## config.mk

```make
export PLATFORM = sky130hd
export DESIGN_NAME = eth_port_reset_sequencer
export DESIGN_NICKNAME = d
export VERILOG_FILES = /design/src/rtl/eth_rst_seq_pkg.sv /design/src/rtl/eth_rst_seq_timer.sv /design/src/rtl/eth_port_reset_sequencer.sv
export SDC_FILE = /design/constraint.sdc
export NUM_CORES = 1
export LEC_CHECK = 0
export ABC_AREA = 0
export BUFFER_PORTS_ARGS = -buffer_cell sky130_fd_sc_hd__buf_2
export CAP_MARGIN = 20
export CORE_ASPECT_RATIO = 1.5
export CORE_UTILIZATION = 30
export CTS_CLUSTER_SIZE = 28
export DETAILED_ROUTE_END_ITERATION = 12
export SYNTH_ARGS = -nofsm -noshare
export SYNTH_HDL_FRONTEND = slang
export SYNTH_SLANG_ARGS = --single-unit
```

## constraint.sdc

```tcl
create_clock -name csr_clk -period 5.3 [get_ports csr_clk]
set_input_delay 0 -clock csr_clk [delete_from_list [all_inputs] [get_ports csr_clk]]
set_output_delay 0 -clock csr_clk [all_outputs]
set_load 0.01 [all_outputs]
```

## src/rtl/eth_rst_seq_pkg.sv

```systemverilog
// eth_rst_seq_pkg
// Shared definitions for the Ethernet port reset sequencer: the state
// encoding seen on the CSR readback and the LINK_UP loss glitch filter length.
package eth_rst_seq_pkg;

    typedef enum logic [3:0] {
        ST_WAIT_SYS_PLL = 4'd0,
        ST_ASSERT_ACK   = 4'd1,
        ST_HOLD         = 4'd2,
        ST_TX_RELEASE   = 4'd3,
        ST_RX_RELEASE   = 4'd4,
        ST_LINK_UP      = 4'd5,
        ST_RX_RESET     = 4'd6,
        ST_ERROR        = 4'd7
    } seq_state_t;

    // Consecutive cycles of rx_pcs_ready low needed before LINK_UP gives up.
    localparam int GLITCH_CYCLES = 2;

    // States that wait on the IP and must give up after the timeout.
    function automatic logic has_timeout(input seq_state_t s);
        return s inside {ST_ASSERT_ACK, ST_TX_RELEASE, ST_RX_RELEASE, ST_RX_RESET};
    endfunction

endpackage

```

## src/rtl/eth_rst_seq_timer.sv

```systemverilog
// eth_rst_seq_timer
// Loadable down-counter that sticks at zero. Shared between the HOLD
// interval and the per-state wait timeout.
// Ports:
//   csr_clk    - clock
//   reset      - asynchronous active-high reset (count -> 0)
//   clear      - force count to zero
//   load       - load load_value (clear has priority)
//   load_value - value to load; the interval lasts load_value + 1 cycles
//   expired    - count has reached zero
module eth_rst_seq_timer
    import eth_rst_seq_pkg::*;
#(
    parameter int TMR_W = 20
) (
    input  logic             csr_clk,
    input  logic             reset,
    input  logic             clear,
    input  logic             load,
    input  logic [TMR_W-1:0] load_value,
    output logic             expired
);

    logic [TMR_W-1:0] count;

    // Counts down every cycle and stays at zero instead of wrapping.
    always_ff @(posedge csr_clk or posedge reset) begin
        if (reset) begin
            count <= '0;
        end else if (clear) begin
            count <= '0;
        end else if (load) begin
            count <= load_value;
        end else if (count != '0) begin
            count <= count - TMR_W'(1);
        end
    end

    assign expired = (count == '0);

endmodule

```

## src/rtl/eth_port_reset_sequencer.sv

```systemverilog
// eth_port_reset_sequencer
// Per-port reset sequencer for the Ethernet hard IP. Drives the active-low
// main/TX/RX resets, waits for the matching acks, gates releases on PLL,
// TX lane and PCS status, and recovers from RX link loss and system PLL loss.
// Ports:
//   csr_clk, reset                  - clock, async active-high reset
//   i_start                         - software restart pulse
//   i_sys_pll_locked                - system PLL lock (synchronised)
//   i_tx_pll_locked, i_tx_lanes_stable, i_rx_pcs_ready - IP status
//   ack_i_rst_n/_tx_rst_n/_rx_rst_n - active-low reset acks from the IP
//   o_rst_n, o_tx_rst_n, o_rx_rst_n - active-low resets to the IP
//   o_state                         - state encoding for CSR readback
//   o_link_up, o_error              - LINK_UP / ERROR indications
//   o_retry_cnt                     - consecutive timeout count (saturating)
module eth_port_reset_sequencer
    import eth_rst_seq_pkg::*;
#(
    parameter int HOLD_CYCLES    = 16,
    parameter int TIMEOUT_CYCLES = 1000000,
    parameter int TMR_W          = 20,
    parameter int MAX_RETRY      = 3
) (
    input  logic       csr_clk,
    input  logic       reset,
    input  logic       i_start,
    input  logic       i_sys_pll_locked,
    input  logic       i_tx_pll_locked,
    input  logic       i_tx_lanes_stable,
    input  logic       i_rx_pcs_ready,
    input  logic       ack_i_rst_n,
    input  logic       ack_i_tx_rst_n,
    input  logic       ack_i_rx_rst_n,
    output logic       o_rst_n,
    output logic       o_tx_rst_n,
    output logic       o_rx_rst_n,
    output logic [3:0] o_state,
    output logic       o_link_up,
    output logic       o_error,
    output logic [1:0] o_retry_cnt
);

    // Timer intervals are loaded as N-1 so a state lasts exactly N cycles.
    localparam logic [TMR_W-1:0] HOLD_LOAD    = TMR_W'(HOLD_CYCLES - 1);
    localparam logic [TMR_W-1:0] TIMEOUT_LOAD = TMR_W'(TIMEOUT_CYCLES - 1);

    seq_state_t       state, next_state;
    logic [1:0]       retry_cnt, retry_next;
    logic [1:0]       low_cnt, low_next;
    logic             rx_hold, rx_hold_next;
    logic             state_change;
    logic             tmr_clear, tmr_load, tmr_expired;
    logic [TMR_W-1:0] tmr_load_value;

    eth_rst_seq_timer #(.TMR_W(TMR_W)) u_timer (
        .csr_clk    (csr_clk),
        .reset      (reset),
        .clear      (tmr_clear),
        .load       (tmr_load),
        .load_value (tmr_load_value),
        .expired    (tmr_expired)
    );

    // Next-state logic. Normal transitions are computed first and then
    // overridden in rising priority: timeout, sys PLL loss, software start.
    always_comb begin
        next_state     = state;
        retry_next     = retry_cnt;
        rx_hold_next   = rx_hold;
        low_next       = '0;
        state_change   = 1'b0;
        tmr_clear      = 1'b0;
        tmr_load       = 1'b0;
        tmr_load_value = '0;

        case (state)
            ST_WAIT_SYS_PLL: if (i_sys_pll_locked) next_state = ST_ASSERT_ACK;
            ST_ASSERT_ACK:
                if (!ack_i_rst_n && !ack_i_tx_rst_n && !ack_i_rx_rst_n) next_state = ST_HOLD;
            ST_HOLD: if (tmr_expired) next_state = ST_TX_RELEASE;
            ST_TX_RELEASE:
                if (ack_i_rst_n && ack_i_tx_rst_n && i_tx_pll_locked && i_tx_lanes_stable)
                    next_state = ST_RX_RELEASE;
            ST_RX_RELEASE:
                if (ack_i_rx_rst_n && i_rx_pcs_ready) next_state = ST_LINK_UP;
            ST_LINK_UP: begin
                // Glitch filter: a single low sample of rx_pcs_ready is ignored.
                if (!i_rx_pcs_ready) begin
                    if (low_cnt == 2'(GLITCH_CYCLES - 1)) next_state = ST_RX_RESET;
                    else                                  low_next   = low_cnt + 2'd1;
                end
            end
            ST_RX_RESET: begin
                // First wait for the RX ack, then run the hold interval.
                if (!rx_hold) begin
                    if (!ack_i_rx_rst_n) rx_hold_next = 1'b1;
                end else if (tmr_expired) begin
                    next_state = ST_RX_RELEASE;
                end
            end
            ST_ERROR: next_state = ST_ERROR;
            default:  next_state = ST_WAIT_SYS_PLL;
        endcase

        // The timer doubles as the hold counter once RX_RESET has its ack,
        // so timeout only applies while still waiting for that ack.
        if (has_timeout(state) && tmr_expired && !(state == ST_RX_RESET && rx_hold)) begin
            if (int'(retry_cnt) < MAX_RETRY) begin
                next_state = ST_WAIT_SYS_PLL;
                if (retry_cnt != 2'd3) retry_next = retry_cnt + 2'd1;
            end else begin
                next_state = ST_ERROR;
            end
        end

        if (!i_sys_pll_locked && state != ST_WAIT_SYS_PLL && state != ST_ERROR) begin
            next_state = ST_WAIT_SYS_PLL;
            retry_next = retry_cnt;
        end

        if (i_start) begin
            next_state = ST_WAIT_SYS_PLL;
            retry_next = '0;
        end

        if (next_state == ST_LINK_UP && state != ST_LINK_UP) retry_next = '0;

        state_change = i_start || (next_state != state);

        // Every state change restarts the timer with the interval the new
        // state needs; states that do not time anything keep it at zero.
        if (state_change) begin
            case (next_state)
                ST_HOLD: begin
                    tmr_load       = 1'b1;
                    tmr_load_value = HOLD_LOAD;
                end
                ST_ASSERT_ACK, ST_TX_RELEASE, ST_RX_RELEASE, ST_RX_RESET: begin
                    tmr_load       = 1'b1;
                    tmr_load_value = TIMEOUT_LOAD;
                end
                default: tmr_clear = 1'b1;
            endcase
        end else if (state == ST_RX_RESET && !rx_hold && rx_hold_next) begin
            tmr_load       = 1'b1;
            tmr_load_value = HOLD_LOAD;
        end
    end

    // State and output registers. Reset outputs are decoded from next_state
    // so they change on the same edge as the state itself.
    always_ff @(posedge csr_clk or posedge reset) begin
        if (reset) begin
            state      <= ST_WAIT_SYS_PLL;
            retry_cnt  <= '0;
            low_cnt    <= '0;
            rx_hold    <= 1'b0;
            o_rst_n    <= 1'b0;
            o_tx_rst_n <= 1'b0;
            o_rx_rst_n <= 1'b0;
            o_link_up  <= 1'b0;
            o_error    <= 1'b0;
        end else begin
            state      <= next_state;
            retry_cnt  <= retry_next;
            low_cnt    <= state_change ? 2'd0 : low_next;
            rx_hold    <= state_change ? 1'b0 : rx_hold_next;
            o_rst_n    <= next_state inside {ST_TX_RELEASE, ST_RX_RELEASE, ST_LINK_UP, ST_RX_RESET};
            o_tx_rst_n <= next_state inside {ST_TX_RELEASE, ST_RX_RELEASE, ST_LINK_UP, ST_RX_RESET};
            o_rx_rst_n <= next_state inside {ST_RX_RELEASE, ST_LINK_UP};
            o_link_up  <= (next_state == ST_LINK_UP);
            o_error    <= (next_state == ST_ERROR);
        end
    end

    assign o_state     = state;
    assign o_retry_cnt = retry_cnt;

endmodule

```

### Word level (Yosys, flattened, before mapping)

Index checks and enable logic that the tools add are counted.

* bits in registers: 33

* magnitude comparators: 1
* reductions and logical operators: 35
* equality and inequality tests: 20
* muxes and demuxes: 39
* add/subtract/negate cells: 3

Operators by type and width (number)
* 20-bit 2-to-1 mux: 4
* 4-bit 2-to-1 mux: 13
* 20-bit one-hot mux with 2 select lines: 1
* 4-bit by 3-bit equality test with 1-bit output (second input constant): 8
* 4-bit one-hot mux with 8 select lines: 1
* 20-bit zero test: 1
* 2-bit 2-to-1 mux: 10
* 20-bit nonzero test: 1
* 20-bit by 1-bit subtractor with 20-bit output (second input constant): 1
* 4-bit by 2-bit equality test with 1-bit output (second input constant): 4
* 1-bit logical AND: 14
* 3-bit nonzero test: 4
* 4-bit nonzero test: 3
* 1-bit 2-to-1 mux: 9
* 4-bit by 1-bit equality test with 1-bit output (second input constant): 2
* 4-bit by 3-bit != test with 1-bit output (second input constant): 2
* 1-bit zero test: 6
* 5-bit OR reduction: 1
* 2-bit by 1-bit adder with 2-bit output (second input constant): 2
* 4-bit zero test: 1
* 4-bit != test: 1
* 4-bit AND reduction: 1
* 4-bit OR reduction: 1
* 3-bit 2-to-1 mux: 1
* 6 further kinds: 6

### Depth between registers and ports, before layout

Gate-level depths: netlist (run 1).

* depth in word-level cells: 14
* depth in mapped cells: 12

### Modules after synthesis

From an unflattened synthesis (run 1), not the netlist that was laid out.

* cells, all modules: 222
* area total of the unflattened synthesis: 2067.0 um2

Modules (own cells, without submodules)
* eth_rst_seq_timer: seq. area each 500.5 um2, times used 1, area an instance 1118.6 um2, cells each 126
* eth_port_reset_sequencer: seq. area each 325.3 um2, times used 1, area an instance 948.4 um2, cells each 96

### Worst setup path after synthesis (run 1)

Ideal clock, no wire load.

* path kind: register -> register
* from: reg u_timer.count[8]
* to: reg u_timer.count[11]
* path slack: 1.804 ns
* arrival time: 3.415 ns
* library setup time: 0.080 ns
* period minus slack after synthesis: 3.496 ns
* cell stages (with the launch flop): 11
* path buffers: 2
* cells stage by stage: dfrtp_1 -> or4_4 -> or4_4 -> or3_1 -> buf_2 -> o31ai_4 -> o21ai_1 -> a2111o_2 -> or2_1 -> buf_6 -> nor3_2

* longest elaborated chain between the ends: 13
* elaborated cells between the ends (all ways): 29
* classes of those cells: add/sub (1); eq/ne (6); mux (15); reduce/logical (7)

Ends and longest elaborated chain
* start: declaration: line eth_rst_seq_timer.sv:24 `logic [TMR_W-1:0] count;`
* start signal: assignment: line eth_rst_seq_timer.sv:33 `count <= load_value;`
* start signal: assignment: line eth_rst_seq_timer.sv:35 `count <= count - TMR_W'(1);`
* 20-bit zero test: line eth_rst_seq_timer.sv:39 `assign expired = (count == '0);`
* 4-bit 2-to-1 mux: line eth_port_reset_sequencer.sv:96 `end else if (tmr_expired) begin`
* 4-bit 2-to-1 mux: line eth_port_reset_sequencer.sv:94 `if (!rx_hold) begin`
* 4-bit one-hot mux with 8 select lines: line eth_port_reset_sequencer.sv:75 `case (state)`
* 4-bit 2-to-1 mux: line eth_port_reset_sequencer.sv:106 `if (has_timeout(state) && tmr_expired && !(state == ST_RX_RESET && rx_hold)) begin`
* 4-bit 2-to-1 mux: line eth_port_reset_sequencer.sv:115 `if (!i_sys_pll_locked && state != ST_WAIT_SYS_PLL && state != ST_ERROR) begin`
* 4-bit 2-to-1 mux: line eth_port_reset_sequencer.sv:120 `if (i_start) begin`
* 4-bit by 2-bit equality test with 1-bit output, or another cell as far along: line eth_port_reset_sequencer.sv:132 `case (next_state)`
* 5-bit OR reduction (no line)
* 1-bit 2-to-1 mux: line eth_port_reset_sequencer.sv:132
* 1-bit 2-to-1 mux: line eth_port_reset_sequencer.sv:131 `if (state_change) begin`
* 20-bit 2-to-1 mux: line eth_rst_seq_timer.sv:32 `end else if (load) begin`
* 20-bit 2-to-1 mux: line eth_rst_seq_timer.sv:30 `end else if (clear) begin`

Several ways; a longest one is shown, not always the timed one. The select of a mux whose other input is x is not followed.
A chain may end at the register's enable or synchronous reset.

### Worst setup path in the final report (run 1)

* from: reg u_timer.count[8]
* to: reg u_timer.count[19]

* longest elaborated chain between the ends: 13
* elaborated cells between the ends (all ways): 31
* classes of those cells: add/sub (1); eq/ne (6); mux (16); reduce/logical (8)

Ends and longest elaborated chain (line)
* 20-bit zero test: eth_rst_seq_timer.sv:39
* 4-bit 2-to-1 mux: eth_port_reset_sequencer.sv:96
* 4-bit 2-to-1 mux: eth_port_reset_sequencer.sv:94
* 4-bit one-hot mux with 8 select lines: eth_port_reset_sequencer.sv:75
* 4-bit 2-to-1 mux: eth_port_reset_sequencer.sv:106
* 4-bit 2-to-1 mux: eth_port_reset_sequencer.sv:115
* 4-bit 2-to-1 mux: eth_port_reset_sequencer.sv:120
* 4-bit by 2-bit equality test with 1-bit output, or another cell as far along: eth_port_reset_sequencer.sv:132
* 4-bit OR reduction / 5-bit OR reduction (equally long branches)
* 20-bit one-hot mux with 2 select lines / 1-bit 2-to-1 mux (equally long branches): eth_port_reset_sequencer.sv:132
* 20-bit 2-to-1 mux / 1-bit 2-to-1 mux (equally long branches): eth_port_reset_sequencer.sv:131
* 20-bit 2-to-1 mux: eth_rst_seq_timer.sv:32
* 20-bit 2-to-1 mux: eth_rst_seq_timer.sv:30

Several ways; a longest one is shown, not always the timed one. The select of a mux whose other input is x is not followed.

==> results of run 1 <==
[how the worst max path moves through the flow]
stage                        endpoint  slack, ns  depth (start not counted)
CTS                 u_timer.count[19]       1.41                          8
detailed placement  u_timer.count[19]       1.41                          8
global route         u_timer.count[5]       1.19                          8
finish              u_timer.count[19]       1.40                          8
global placement     u_timer.count[5]       1.43                          8
floorplan           u_timer.count[11]       1.80                         10
[routing by layer]
layer  vias up  routed length [um]
met4         0                  86
met1       774                1730
met3         8                  77
li1        785                   -
met2        21                2570
met5         -                   0
[layout make-up]
class	count	share of cell area
Timing Repair Buffer	24	0.0615
Tap cell	74	0.0414
Clock buffer	7	0.0386
Inverter	8	0.0134
Multi-Input combinational cell	160	0.476
Sequential cell	33	0.369
[synthesized netlist by cell type, drive strengths merged (3+ instances only)]
master / count
a21oi: 20
nor2b: 4
nor4: 7
inv: 8
o21ai: 5
or4: 4
clkbuf: 4
nor3b: 3
o21a: 3
ha: 3
dfrtp: 33
or3: 7
nand2: 11
nor2: 23
xor2: 7
or2: 4
xnor2: 15
nor3: 15
and2: 3
buf: 3
[state kept, by name, indices dropped and copies added, names as in the netlist]
name           count
o_state            4
o_error            1
o_tx_rst_n         1
low_cnt            2
o_rx_rst_n         1
u_timer.count     20
o_retry_cnt        2
rx_hold            1
o_link_up          1
[critical path: stages, from the launching register on]
cell and delay (ns):
dfrtp_1 0.39, or4_4 0.57, or4_4 0.55, or4b_2 0.65
a211oi_1 0.64, o21a_1 0.22, a2111o_2 0.19, mux2i_2 0.47
a21oi_1 0.09
[logic make-up after synthesis]
group,share of synthesized area
XOR/XNOR,0.0983
flip-flops,0.421
adder cells (fa/ha/maj),0.0192
AND/OR/NAND/NOR,0.264
buffers and inverters,0.0351
other,0.00191
AO/OA/AOI/OAI,0.142
multiplexers,0.0179
[repair_timing]
action / in CTS / in global routing
hold buffers: 3 / 0
setup endpoints to repair: 0 / 0
endpoints found under the hold margin: 35 / 0
[power breakdown]
part	total, uW	internal, uW	switching (uW)	leakage, uW
Clock	190	103	87.3	0.0000443
Sequential	302	274	27.9	0.000450
Combinational	251	107	143	0.000475
Total	743	484	259	0.000970
[stage by stage]
step	util	setup slack [ns]	power, uW	instances	area [sq um]
after CTS	0.360	1.41	752	306	2240
after global routing	0.360	1.19	793	306	2240
after floorplan	-	1.80	505	208	1960
after detailed placement	0.341	1.41	556	296	2120
final	0.360	1.40	743	306	2240
after global placement	0.341	1.43	555	296	2120
==> run_results.csv, run 1 <==
group,metric,value,unit
status,status,"finished clean",
grt,use_met2,0.275,
clock_tree,clk_latency,0.28,ns
route,drc,0,
power_and_ir_drop,powerDensity,332,nW/um^2
placement,io_buffers,20,
sta,finalMaxSlewViolations,0,
yosys,synth_edf_count,0,
layout,most-common-layout-cells,"dfrtp_1 (33), nor2_1 (23), buf_2 (20)",
sta,whs,0.0648,ns
grt,grt_antenna_before_repair,0,
sta,hold_viol_final,0,
layout,synthToLayoutAreaGrowth,14.2,%
route,finalWirelength,4460,um
layout,multi_input_area,1060,sq um
worst_setup_path,reg2reg_setup_slack,1.40,ns
grt,grt_pass1_wl,7640,um
layout,final_common_cell,"dfrtp_1",
yosys,synth_cell_types,52,
floorplanning,die_y,101,um
clock_tree,ctsHtreeMaxLevel,2,
sta,rsz0062_at_grt,"no",
sta,fin_crit_sh,0.736,
clock_tree,clkSlewWorstSetupHoldPaths,0.06,ns
layout,n_fill_cell,646,
floorplanning,die_area,6870,sq um
yosys,netlist_area,1960,sq um
yosys,ys.flop_type,"dfrtp_1",
floorplanning,placementRows,35,
clock_tree,cts_sinks,33,
layout,final_nets,245,
job,maxCapViolations,0,
sta,max_slew_margin,0.527,
clock_tree,numCtsBuffers,5,
floorplanning,ios,21,
worst_setup_path,reg2regPathDepth,8,
route,dr.pass1.iters,4,
floorplanning,chipWidth,68.0,um
min_path,whs_endpoint,"rx_hold",
route,drt_iter0_markers,57,
sta,fin_skew,0.00608,ns
clock_tree,cts_resized,0,
min_path,min_from,"ack_i_rx_rst_n",
yosys,synthArstFlopShare,1.00,
clock_tree,post_cts.repair.setup_buffers,0,
grt,grt_use_total,0.150,
worst_setup_path,worst-setup-path-type,"reg -> reg",
grt,grt_max_degree,34,
grt,grt_pass1_vias,1594,
worst_setup_path,critPathRequiredTime,5.45,ns
sta,max_freq,256,MHz
worst_setup_path,regToRegStartpoint,"u_timer.count[8]",
clock_tree,cts_tree,"done",
yosys,synth_area_leader_cell,"dfrtp_1",
layout,drive_gt1_frac,0.190,
yosys,yosysSeqAreaShare,0.421,
min_path,hp-class,"in -> reg",
route,viasPerCell,5.19,
clock_tree,clockRootBuffer,"clkbuf_8",
yosys,syn_inst,208,
power_and_ir_drop,ir_drop,0.000139,V
yosys,synthTopCellsByArea,"dfrtp_1 (42%), xnor2_1 (6.7%), a21oi_1 (4.9%), nor2_1 (4.4%), xor2_1 (3.1%)",
placement,hpwl,3380,um
power_and_ir_drop,p_leak,0.000970,uW
grt,met3_usage,0.0271,
sta,finalSetupTns,0,ns
yosys,ys_warn_count,0,
yosys,synth_fp_nets,221,
route,drt-wirelength-per-cell,14.6,um
worst_setup_path,critPathArrivalTime,4.05,ns
min_path,hold_depth,3,
grt,grt_remaining_overflow,0,
route,final_antenna_net_count,0,
sta,period_minus_slack,3.90,ns
sta,setup_violations,0,
floorplanning,core,6220,sq um
worst_setup_path,startpoint_type,"register",
worst_setup_path,endpoint_kind,"register",
yosys,syn_area_per_cell,9.42,sq um
layout,seqCellArea,826,sq um
yosys,yosys_register_bits,33,
grt,busiest_layer,"met2",
layout,antenna_cells,0,
route,vias,1588,
worst_setup_path,worstSetupStartpoint,"u_timer.count[8]",
placement,gp_congestion,0.825,
clock_tree,clock_path_buffers,2,
grt,grtUsageMet1,0.164,
worst_setup_path,critical_path.max_fanout,8,
worst_setup_path,r2r_end,"u_timer.count[19]",
floorplanning,start_util,0.315,
yosys,synth_top_area_frac,0.421,
sta,tightest_slew,0.705,ns
Power figures use the tool's default switching activity.
==> inputs of run 2 (changes only) <==
==> constraint.sdc (replaced) <==
create_clock -name csr_clk -period 3.3 [get_ports csr_clk]
set_input_delay 0 -clock csr_clk [delete_from_list [all_inputs] [get_ports csr_clk]]
set_output_delay 0 -clock csr_clk [all_outputs]
set_load 0.01 [all_outputs]
==> run_results.csv, run 2 (synthesis results as in run 1) <==
group,metric,value,unit
worst_setup_path,critPathRequiredTime,3.51,ns
worst_setup_path,startpoint_type,"register",
power_and_ir_drop,ir_drop,0.000294,V
power_and_ir_drop,powerDensity,543,nW/um^2
clock_tree,numCtsBuffers,5,
grt,grt_remaining_overflow,0,
layout,largest_reg_flops,20,
job,maxCapViolations,0,
floorplanning,placementRows,35,
clock_tree,clock_path_buffers,2,
clock_tree,cts_tree,"done",
sta,max_freq,311,MHz
layout,final_common_cell,"dfrtp_1",
route,vias,1699,
layout,drive_gt1_frac,0.293,
route,drc,0,
route,finalWirelength,4710,um
sta,period_minus_slack,3.22,ns
layout,final_nets,268,
layout,antenna_cells,0,
layout,regMostFlops,"u_timer.count",
placement,io_buffers,20,
grt,grt_use_total,0.156,
placement,gp_congestion,0.887,
worst_setup_path,critPathArrivalTime,3.43,ns
grt,grt_pass1_wl,7980,um
placement,hpwl,3610,um
sta,hold_viol_final,0,
sta,fin_crit_sh,0.975,
worst_setup_path,worst-setup-path-type,"reg -> reg",
status,status,"finished clean",
layout,most-common-layout-cells,"dfrtp_1 (33), buf_4 (23), nor2_1 (22)",
sta,setup_violations,0,
worst_setup_path,path_cells,"or4_4, or4_4, nor3_4, a21oi_4, a2111o_1, a2111o_2, mux2i_2, buf_4, a21oi_1",
route,dr.pass1.iters,4,
grt,grt_antenna_before_repair,0,
worst_setup_path,critPathMaxStageDelay,0.58,ns
route,viasPerCell,5.15,
worst_setup_path,crit_slowest_cell,"a2111o_2",
floorplanning,die_y,101,um
sta,fin_skew,0.00630,ns
layout,final_area,2500,sq um
clock_tree,clk_latency,0.29,ns
sta,rsz0062_at_grt,"yes",
min_path,hp-class,"in -> reg",
floorplanning,core,6220,sq um
sta,finalSetupTns,0,ns
floorplanning,start_util,0.315,
route,drt-wirelength-per-cell,14.3,um
floorplanning,ios,21,
clock_tree,clkSlewWorstSetupHoldPaths,0.06,ns
clock_tree,ctsHtreeMaxLevel,2,
worst_setup_path,endpoint_kind,"register",
grt,grt_pass1_vias,1750,
placement,placed_area,2290,sq um
worst_setup_path,critical_path.max_fanout,8,
route,drt_iter0_markers,33,
power_and_ir_drop,p_leak,0.00112,uW
floorplanning,die_area,6870,sq um
worst_setup_path,cp_common_cell,"or4_4",
sta,finalMaxSlewViolations,0,
clock_tree,cts_sinks,33,
grt,grt_max_degree,34,
layout,synthToLayoutAreaGrowth,27.4,%
layout,n_fill_cell,663,
route,final_antenna_net_count,0,
clock_tree,clockRootBuffer,"clkbuf_8",
floorplanning,chipWidth,68.0,um
==> run 2: metrics by stage <==
step	instances	setup WS [ns]	power [uW]	util	hold slack [ns]
6_report	330	0.0814	1350	0.401	0.0575
5_1_grt	330	-0.00321	1430	0.401	0.0666
4_1_cts	328	0.0162	1340	0.393	0.0607
3_5_place_dp	317	-0.00301	943	0.368	0.116
3_3_place_gp	317	0.0115	939	0.368	0.110
2_1_floorplan	208	-0.0389	821	-	0.0809
==> run 2: where the power goes <==
| part | switching, uW | internal (uW) |
|---|---|---|
| clock network | 151 | 246 |
| registers | 34.9 | 440 |
| logic | 266 | 216 |
==> run 2: worst paths after layout <==
kind | from | endpoint | slack (ns) | cells past startpoint
min in group asynchronous | reset | u_timer.count[0] | 0.33 | 4
max in group asynchronous | reset | u_timer.count[14] | 2.65 | 4
setup reg to reg | u_timer.count[7] | u_timer.count[19] | 0.08 | 9
setup / recovery | u_timer.count[7] | u_timer.count[19] | 0.08 | 9
hold / removal | ack_i_rx_rst_n | rx_hold | 0.06 | 3
hold reg to reg | low_cnt[0] | low_cnt[0] | 0.44 | 1
==> run 2: worst max-delay path, delay by kind of cell, from the launching register on <==
kind	cells	cell delay (ns)
AND/OR/NAND/NOR	3	1.26
AO/OA/AOI/OAI	4	1.17
flip-flops	1	0.38
multiplexers	1	0.18
buffers and inverters	1	0.17
==> run 2: per-layer routing <==
metal,part of all wire,GRT usage,wire (um),up-vias
met3,0.022,0.0294,105,14
met2,0.57,0.282,2670,27
met5,0,0,0,-
met4,0.035,0.0801,164,0
li1,-,-,-,832
met1,0.38,0.163,1770,826
==> run 2: cell type report <==
class                   instances  area [sq um]  area share
clock buffers                   7          86.3      0.0346
clock inverters                 1          30.0      0.0120
repair buffers                 47           314       0.126
flip-flops and latches         33           826       0.331
well taps                      74          92.6      0.0371
multi-input cells             160          1120       0.448
inverters                       8          30.0      0.0120
==> run 2: repair_timing <==
item	in CTS	in global routing
resized for setup	1	9
hold endpoints to repair	36	0
hold buffers	3	0
pin swaps	1	3
endpoints found under the setup margin	8	23
setup buffers	0	2
